`src/rtl/ifetch_bus_ctrl.sv`:
```
// ============================================================================
// ifetch_bus_ctrl
// ----------------------------------------------------------------------------
// Instruction-fetch bus controller. It sits between the PC register and a
// req/ack instruction memory bus. Each enabled PC value becomes one bus read.
// A stall request is raised toward CTRL while that read is outstanding. The
// fetched word is then shown to IF/ID and held for as long as IF/ID is
// stalled.
//
// A flush abandons the current fetch. If the read has not been acknowledged
// yet, it is drained, because the bus cannot abort a read in progress. A read
// that goes unacknowledged for TIMEOUT cycles produces a fetch error, and the
// word shown is a NOP (zero).
//
// Parameters
//   TIMEOUT      max cycles a read may wait for ack (1..65535)
//
// Ports
//   clk          rising-edge clock
//   rst          asynchronous active-low reset
//   stall_i      pipeline stall vector from CTRL (bit 1 = IF/ID stalled)
//   flush_i      exception flush from CTRL
//   cpu_ce_i     fetch enable
//   cpu_addr_i   current PC
//   cpu_data_o   instruction to IF/ID (zero unless a word is presented)
//   stallreq_o   stall request to CTRL
//   fetch_err_o  presented word is the NOP from a timed-out fetch
//   bus_req_o    read request
//   bus_addr_o   read address
//   bus_ack_i    read complete, bus_rdata_i valid
//   bus_rdata_i  read data
// ============================================================================
module ifetch_bus_ctrl #(
    parameter int unsigned TIMEOUT = 255
) (
    input  logic        clk,
    input  logic        rst,
    input  logic [5:0]  stall_i,
    input  logic        flush_i,
    input  logic        cpu_ce_i,
    input  logic [31:0] cpu_addr_i,
    output logic [31:0] cpu_data_o,
    output logic        stallreq_o,
    output logic        fetch_err_o,
    output logic        bus_req_o,
    output logic [31:0] bus_addr_o,
    input  logic        bus_ack_i,
    input  logic [31:0] bus_rdata_i
);

    localparam int unsigned    TW    = $clog2(TIMEOUT + 1);
    localparam logic [TW-1:0]  TLAST = TW'(TIMEOUT - 1);

    typedef enum logic [1:0] {IDLE, BUSY, HOLD, DRAIN} state_t;

    state_t         state_q;
    logic [31:0]    inst_buf_q;
    logic           err_flag_q;
    logic           bus_req_q;
    logic [31:0]    bus_addr_q;
    logic [TW-1:0]  tcnt_q;

    logic           launch;
    logic           tmo;
    logic           unused_stall;

    // Only the IF/ID bit of the stall vector matters to the fetch stage.
    assign unused_stall = ^{stall_i[5:2], stall_i[0]};

    assign launch = (state_q == IDLE) && cpu_ce_i && !flush_i;
    assign tmo    = (tcnt_q == TLAST);

    always_ff @(posedge clk or negedge rst) begin
        if (!rst) begin
            state_q    <= IDLE;
            inst_buf_q <= '0;
            err_flag_q <= 1'b0;
            bus_req_q  <= 1'b0;
            bus_addr_q <= '0;
            tcnt_q     <= '0;
        end else begin
            case (state_q)
                IDLE: begin
                    if (launch) begin
                        bus_req_q  <= 1'b1;
                        bus_addr_q <= cpu_addr_i;
                        tcnt_q     <= '0;
                        state_q    <= BUSY;
                    end
                end
                BUSY: begin
                    if (flush_i && bus_ack_i) begin
                        // The read completed in the flush cycle, so its data is simply dropped.
                        bus_req_q <= 1'b0;
                        state_q   <= IDLE;
                    end else if (flush_i) begin
                        state_q   <= DRAIN;
                    end else if (bus_ack_i) begin
                        inst_buf_q <= bus_rdata_i;
                        err_flag_q <= 1'b0;
                        bus_req_q  <= 1'b0;
                        state_q    <= HOLD;
                    end else if (tmo) begin
                        inst_buf_q <= '0;
                        err_flag_q <= 1'b1;
                        bus_req_q  <= 1'b0;
                        state_q    <= HOLD;
                    end else begin
                        tcnt_q <= tcnt_q + TW'(1);
                    end
                end
                HOLD: begin
                    // The word leaves when IF/ID takes it or a flush kills it.
                    if (flush_i || !stall_i[1]) begin
                        err_flag_q <= 1'b0;
                        state_q    <= IDLE;
                    end
                end
                DRAIN: begin
                    // Wait out the abandoned read. Its data and any timeout are discarded silently.
                    if (bus_ack_i || tmo) begin
                        bus_req_q <= 1'b0;
                        state_q   <= IDLE;
                    end else begin
                        tcnt_q <= tcnt_q + TW'(1);
                    end
                end
                default: state_q <= IDLE;
            endcase
        end
    end

    assign bus_req_o   = bus_req_q;
    assign bus_addr_o  = bus_addr_q;
    assign cpu_data_o  = (state_q == HOLD) ? inst_buf_q : 32'h0;
    assign fetch_err_o = (state_q == HOLD) && err_flag_q;
    // Qualified with rst so that the request drops at the same moment as reset, before any clock edge.
    assign stallreq_o  = rst && (launch || (state_q == BUSY) || (state_q == DRAIN));

endmodule

```
`config.mk`:
```
export PLATFORM = sky130hd
export DESIGN_NAME = ifetch_bus_ctrl
export DESIGN_NICKNAME = d
export VERILOG_FILES = /design/src/rtl/ifetch_bus_ctrl.sv
export SDC_FILE = /design/constraint.sdc
export NUM_CORES = 1
export LEC_CHECK = 0
export CAP_MARGIN = 25
export CORE_MARGIN = 5
export CORE_UTILIZATION = 48
export DETAILED_ROUTE_END_ITERATION = 10
export PLACE_DENSITY = 0.86
export SLEW_MARGIN = 0
export SYNTH_ARGS = -nofsm -noshare
export SYNTH_HDL_FRONTEND = slang
export SYNTH_SLANG_ARGS = --single-unit
```
`constraint.sdc`:
```
create_clock -name clk -period 3.65 [get_ports clk]
set_input_delay 0.5475 -clock clk [delete_from_list [all_inputs] [get_ports clk]]
set_output_delay 0.5475 -clock clk [all_outputs]
set_load 0.01 [all_outputs]
```
After elaboration in Yosys (flattened, before gate mapping). Index checks and enable logic that the tools add are counted.

Register bits: 76. Input bits: 75. Output and inout port bits: 67. Logic and storage cells: 77.

Add/subtract/negate cells: 1. Equality and inequality tests: 16. Multiplexer cells: 31. Bitwise gates (word level): 2. Reductions and logical operators: 21.

Operator list (number): $mux 32 (3); $mux 8 (6); $pmux 8 s3 (1); $ne 2x2->1 const B (8); $mux 2 (7); $mux 1 (11); $reduce_and 5->1 (2); $add 8x1->8 const B (1); $eq 8x8->1 const B (1); $pmux 2 s4 (1); $reduce_and 4->1 (2); $reduce_and 7->1 (1); $ne 3x3->1 const B (2); $logic_and 1x1->1 (5); $ne 5x5->1 const B (1); $eq 2x2->1 const B (2); $logic_or 1x1->1 (4); $ne 4x4->1 const B (1); $reduce_bool 2->1 (2); $pmux 1 s3 (1); $reduce_bool 3->1 (1); $eq 2x1->1 const B (1); $logic_not 1->1 (2); $logic_not 2->1 (1); 3 further kinds (4).

Depth between registers and ports, before layout.
Depth in word-level cells: 6. Mapped depth: 7. Mapped depth without buffers: 6.

Worst setup path after synthesis. OpenSTA, ideal clock, no wires.

Path type: input to output. Start point: input port flush_i. End point: output port stallreq_o. Arrival time: 1337 ps. Data required time: 3102 ps. Path slack: 1765 ps. Stages on the path: 5. Path buffers: 2. Cell sequence: nor3b_1 -> and2b_1 -> buf_6 -> buf_6 -> o21a_1.

Longest elaborated chain between the ends: 5.

Ends and longest elaborated chain: from (decl) (RTL line 39) `input logic flush_i,`; $logic_not 1->1 (RTL line 70) `assign launch = (state_q == IDLE) && cpu_ce_i && !flush_i;`; $logic_and 1x1->1 (RTL line 70); $logic_or 1x1->1 (2 in a row) (RTL line 138) `assign stallreq_o = rst && (launch || (state_q == BUSY) || (state_q == DRAIN));`; $logic_and 1x1->1 (RTL line 138); to (decl) (RTL line 43) `output logic stallreq_o,`.

Every way passes these cells.

Worst setup path in the final report. Ends and elaborated chain as after synthesis.

==> results_dict.tcl <==
set metrics [dict create \
    power_density_nw_per_um2 660 \
    ys.flop_type "dfrtp_1" \
    synth_adder_area_share 0.00678 \
    initial_core_util 0.485 \
    switchingPower_mw 1.09 \
    switching_share 0.312 \
    numPortBuffers 136 \
    p_leak_nw 2.40 \
    clock_path_buffers 2 \
    grt_pass1_wl_mm 15.0 \
    synth_edf_count 0 \
    slowest_delay_ns 0.55 \
    drt-initial-drc-count 129 \
    drive_gt1_frac 0.151 \
    synth.avg_cell_area_um2 12.6 \
    crit_top_cell "clkdlybuf4s50_1" \
    hold_ws_ns 0.0804 \
    rsz0062_at_grt "false" \
    vias 2805 \
    hold_viol 0 \
    synth_xor_area_frac 0.00237 \
    fillers 539 \
    grt_use_total 0.197 \
    syn_inst 294 \
    synth_top_area_cell "dfrtp_1" \
    async_flop_share 1.00 \
    diodes 0 \
    dr.pass1.iters 4 \
    power_frac_seq 0.410 \
    power_mw 3.50 \
    p_int_mw 2.41 \
    worst_pin_slew_ns 0.579 \
    slowest_stage "clkdlybuf4s50_1" \
    synth_compound_area_frac 0.138 \
    fp.dieH_um 97.7 \
    synth.most_common_cell "dfrtp_1" \
    vias_per_cell 5.26 \
    post-cts-setup-buffer-count 0 \
    synth.mux.area_fraction 0.129 \
    finalNonFillerCells 533 \
    yosysTopAreaCellShare 0.515 \
    cts_tree "built" \
    clk_pin_slew_worst_paths_ns 0.08 \
    crit_chain "clkdlybuf4s50_1 > nor3b_1 > and2b_2 > o21a_1 > clkdlybuf4s50_1" \
    status "complete, no violations" \
    final.setup.tns_ns 0 \
    end_kind "output port" \
    grt_pass1_vias 2893 \
    synth_top_family_by_area "simple AND/OR/NAND/NOR gates" \
    synth_area_leaders "dfrtp_1 52%, mux2_4 11%, a21bo_1 7.9%" \
    grt_max_degree 77 \
    synth.cells.most_frequent "76 x dfrtp_1, 34 x nand4_1, 33 x and2_1" \
    mappedNetlistArea_um2 3690 \
    gp_congestion 0.782 \
    dpl.cell_count 516 \
    clock-sinks 76 \
    setup_viol 0 \
    synthSimpleGateAreaFrac 0.168 \
    relSlewSlack 0.614 \
    p_comb_frac 0.404 \
    synthDistinctLibCells 36 \
    root_buffer "clkbuf_8" \
    htreeDepth 3 \
    crit_arrival_ns 2.22 \
    yosysWarningCount 0 \
    maxSlewViolCount 0 \
    peakVddDrop_uv 364 \
    die_w_um 97.7 \
    die-area_um2 9540 \
    postCtsHoldBufs 0 \
    seq_area_frac_synth 0.515 \
    ios 142 \
    timing.final.crit_period_ns 2.77 \
    critPathLaunchType "primary input" \
    drv_cap 0 \
    nNetsFinal 503 \
    hpwl_mm 6.50 \
    synth_fp_nets 371 \
    worstHoldPathType "in -> async" \
    drc_errors 0 \
    wl_per_cell_um 17.5 \
    clkLatencyLatePin_ns 0.35 \
    cts_inserted_buffers 9 \
    std_cell_rows 32 \
    p_clk_frac 0.186 \
    synth_seq_cells 76 \
    antenna_found_initial 0 \
    crit_fanout 8 \
    antenna_left 0 \
    fp.coreArea_um2 7610 \
    area_growth_pct 44.0 \
    routed_wl_mm 9.35 \
    crit_required_ns 3.10 \
    grt_overflow 0 \
    ctsResizeCount 0 \
    finClkSkew_ns 0.00870 \
    timing.fmax_mhz 361 \
    fin_crit_sh 0.759 \
    path_class "in -> out" \
]
==> path summary, 6_finish.rpt <==
| check | from | end | slack [ns] | depth (start not counted) |
|---|---|---|---|---|
| worst min-delay path | rst | bus_addr_o[25] | 0.08 | 2 |
| worst max register to register | state_q[0] | bus_addr_o[1] | 1.53 | 4 |
| worst min register to register | inst_buf_q[4] | inst_buf_q[4] | 0.48 | 1 |
| max in group asynchronous | rst | tcnt_q[1] | 3.04 | 3 |
| min in group clk | inst_buf_q[4] | inst_buf_q[4] | 0.48 | 1 |
| worst max-delay path | flush_i | stallreq_o | 0.88 | 5 |
==> placed cells by master (no fill, tap or decap), types with 3 or more instances in the layout <==
cell type        instances
clkinv_4                 4
a21bo_2                  3
dfrtp_1                 76
a21o_1                   5
mux2_2                   4
o211ai_1                 4
buf_4                    7
a21oi_1                  5
nand4_1                 34
clkdlybuf4s50_1        135
clkbuf_8                 9
o311ai_0                 3
o21ai_0                  5
a21bo_1                 29
nand3b_1                 4
nor2b_1                  3
inv_1                    3
mux2_4                  28
nand2_1                  8
nor2_1                   4
and2_1                  33
nand3_1                  3
==> logic make-up (layout without fill, tap and decap cells) <==
family          Yosys count  after routing
fa+ha+maj                 2              2
compound gates           58             58
flops                    76             76
simple gates             99             99
xor+xnor                  1              1
buf+inv                  25            162
mux                      33             33
==> worst max-delay path: cells and delay by family <==
| family | cells | cell delay [ns] |
|---|---|---|
| AOI/OAI and AO/OA | 1 | 0.10 |
| buffers and inverters | 2 | 1.10 |
| and+or+nand+nor | 2 | 0.47 |
==> cell type report <==
cell class                      count  area, µm²  area share
Timing Repair Buffer              143       1430       0.269
Multi-Input combinational cell    193       1640       0.309
Clock buffer                        9        124      0.0233
Sequential cell                    76       1900       0.358
Inverter                            3       11.3     0.00212
Clock inverter                      7       77.6      0.0146
Tap cell                          102        128      0.0240
==> routing by layer <==
metal,GRT usage,vias to the layer above,routed length [µm]
met4,0.0863,0,283
met2,0.333,85,4870
met5,0,-,0
met1,0.238,1380,3790
met3,0.0467,22,412
li1,-,1318,-
==> registers in the layout, indices dropped and copies added, names as in the netlist <==
register,count
bus_addr_o,32
bus_req_o,1
err_flag_q,1
inst_buf_q,32
state_q,2
tcnt_q,8
==> power by group through the flow <==
stage                     Sequential [mW]  Clock, mW  Combinational, mW
after CTS                            1.44      0.665               1.43
after floorplan                      1.47          0              0.673
after global routing                 1.49      0.701               1.50
final                                1.44      0.651               1.42
after global placement               1.42          0               1.39
after detailed placement             1.45          0               1.42
==> metrics by stage <==
| stage | util | area, µm² | worst slack, ns |
|---|---|---|---|
| 6_report | 0.699 | 5310 | 0.880 |
| 5_1_grt | 0.699 | 5310 | 0.808 |
| 4_1_cts | 0.695 | 5290 | 0.871 |
| 3_5_place_dp | 0.668 | 5080 | 0.876 |
| 3_3_place_gp | 0.668 | 5080 | 0.873 |
| 2_1_floorplan | - | 3690 | 1.77 |
No activity file was read; power rests on OpenSTA's default activity.
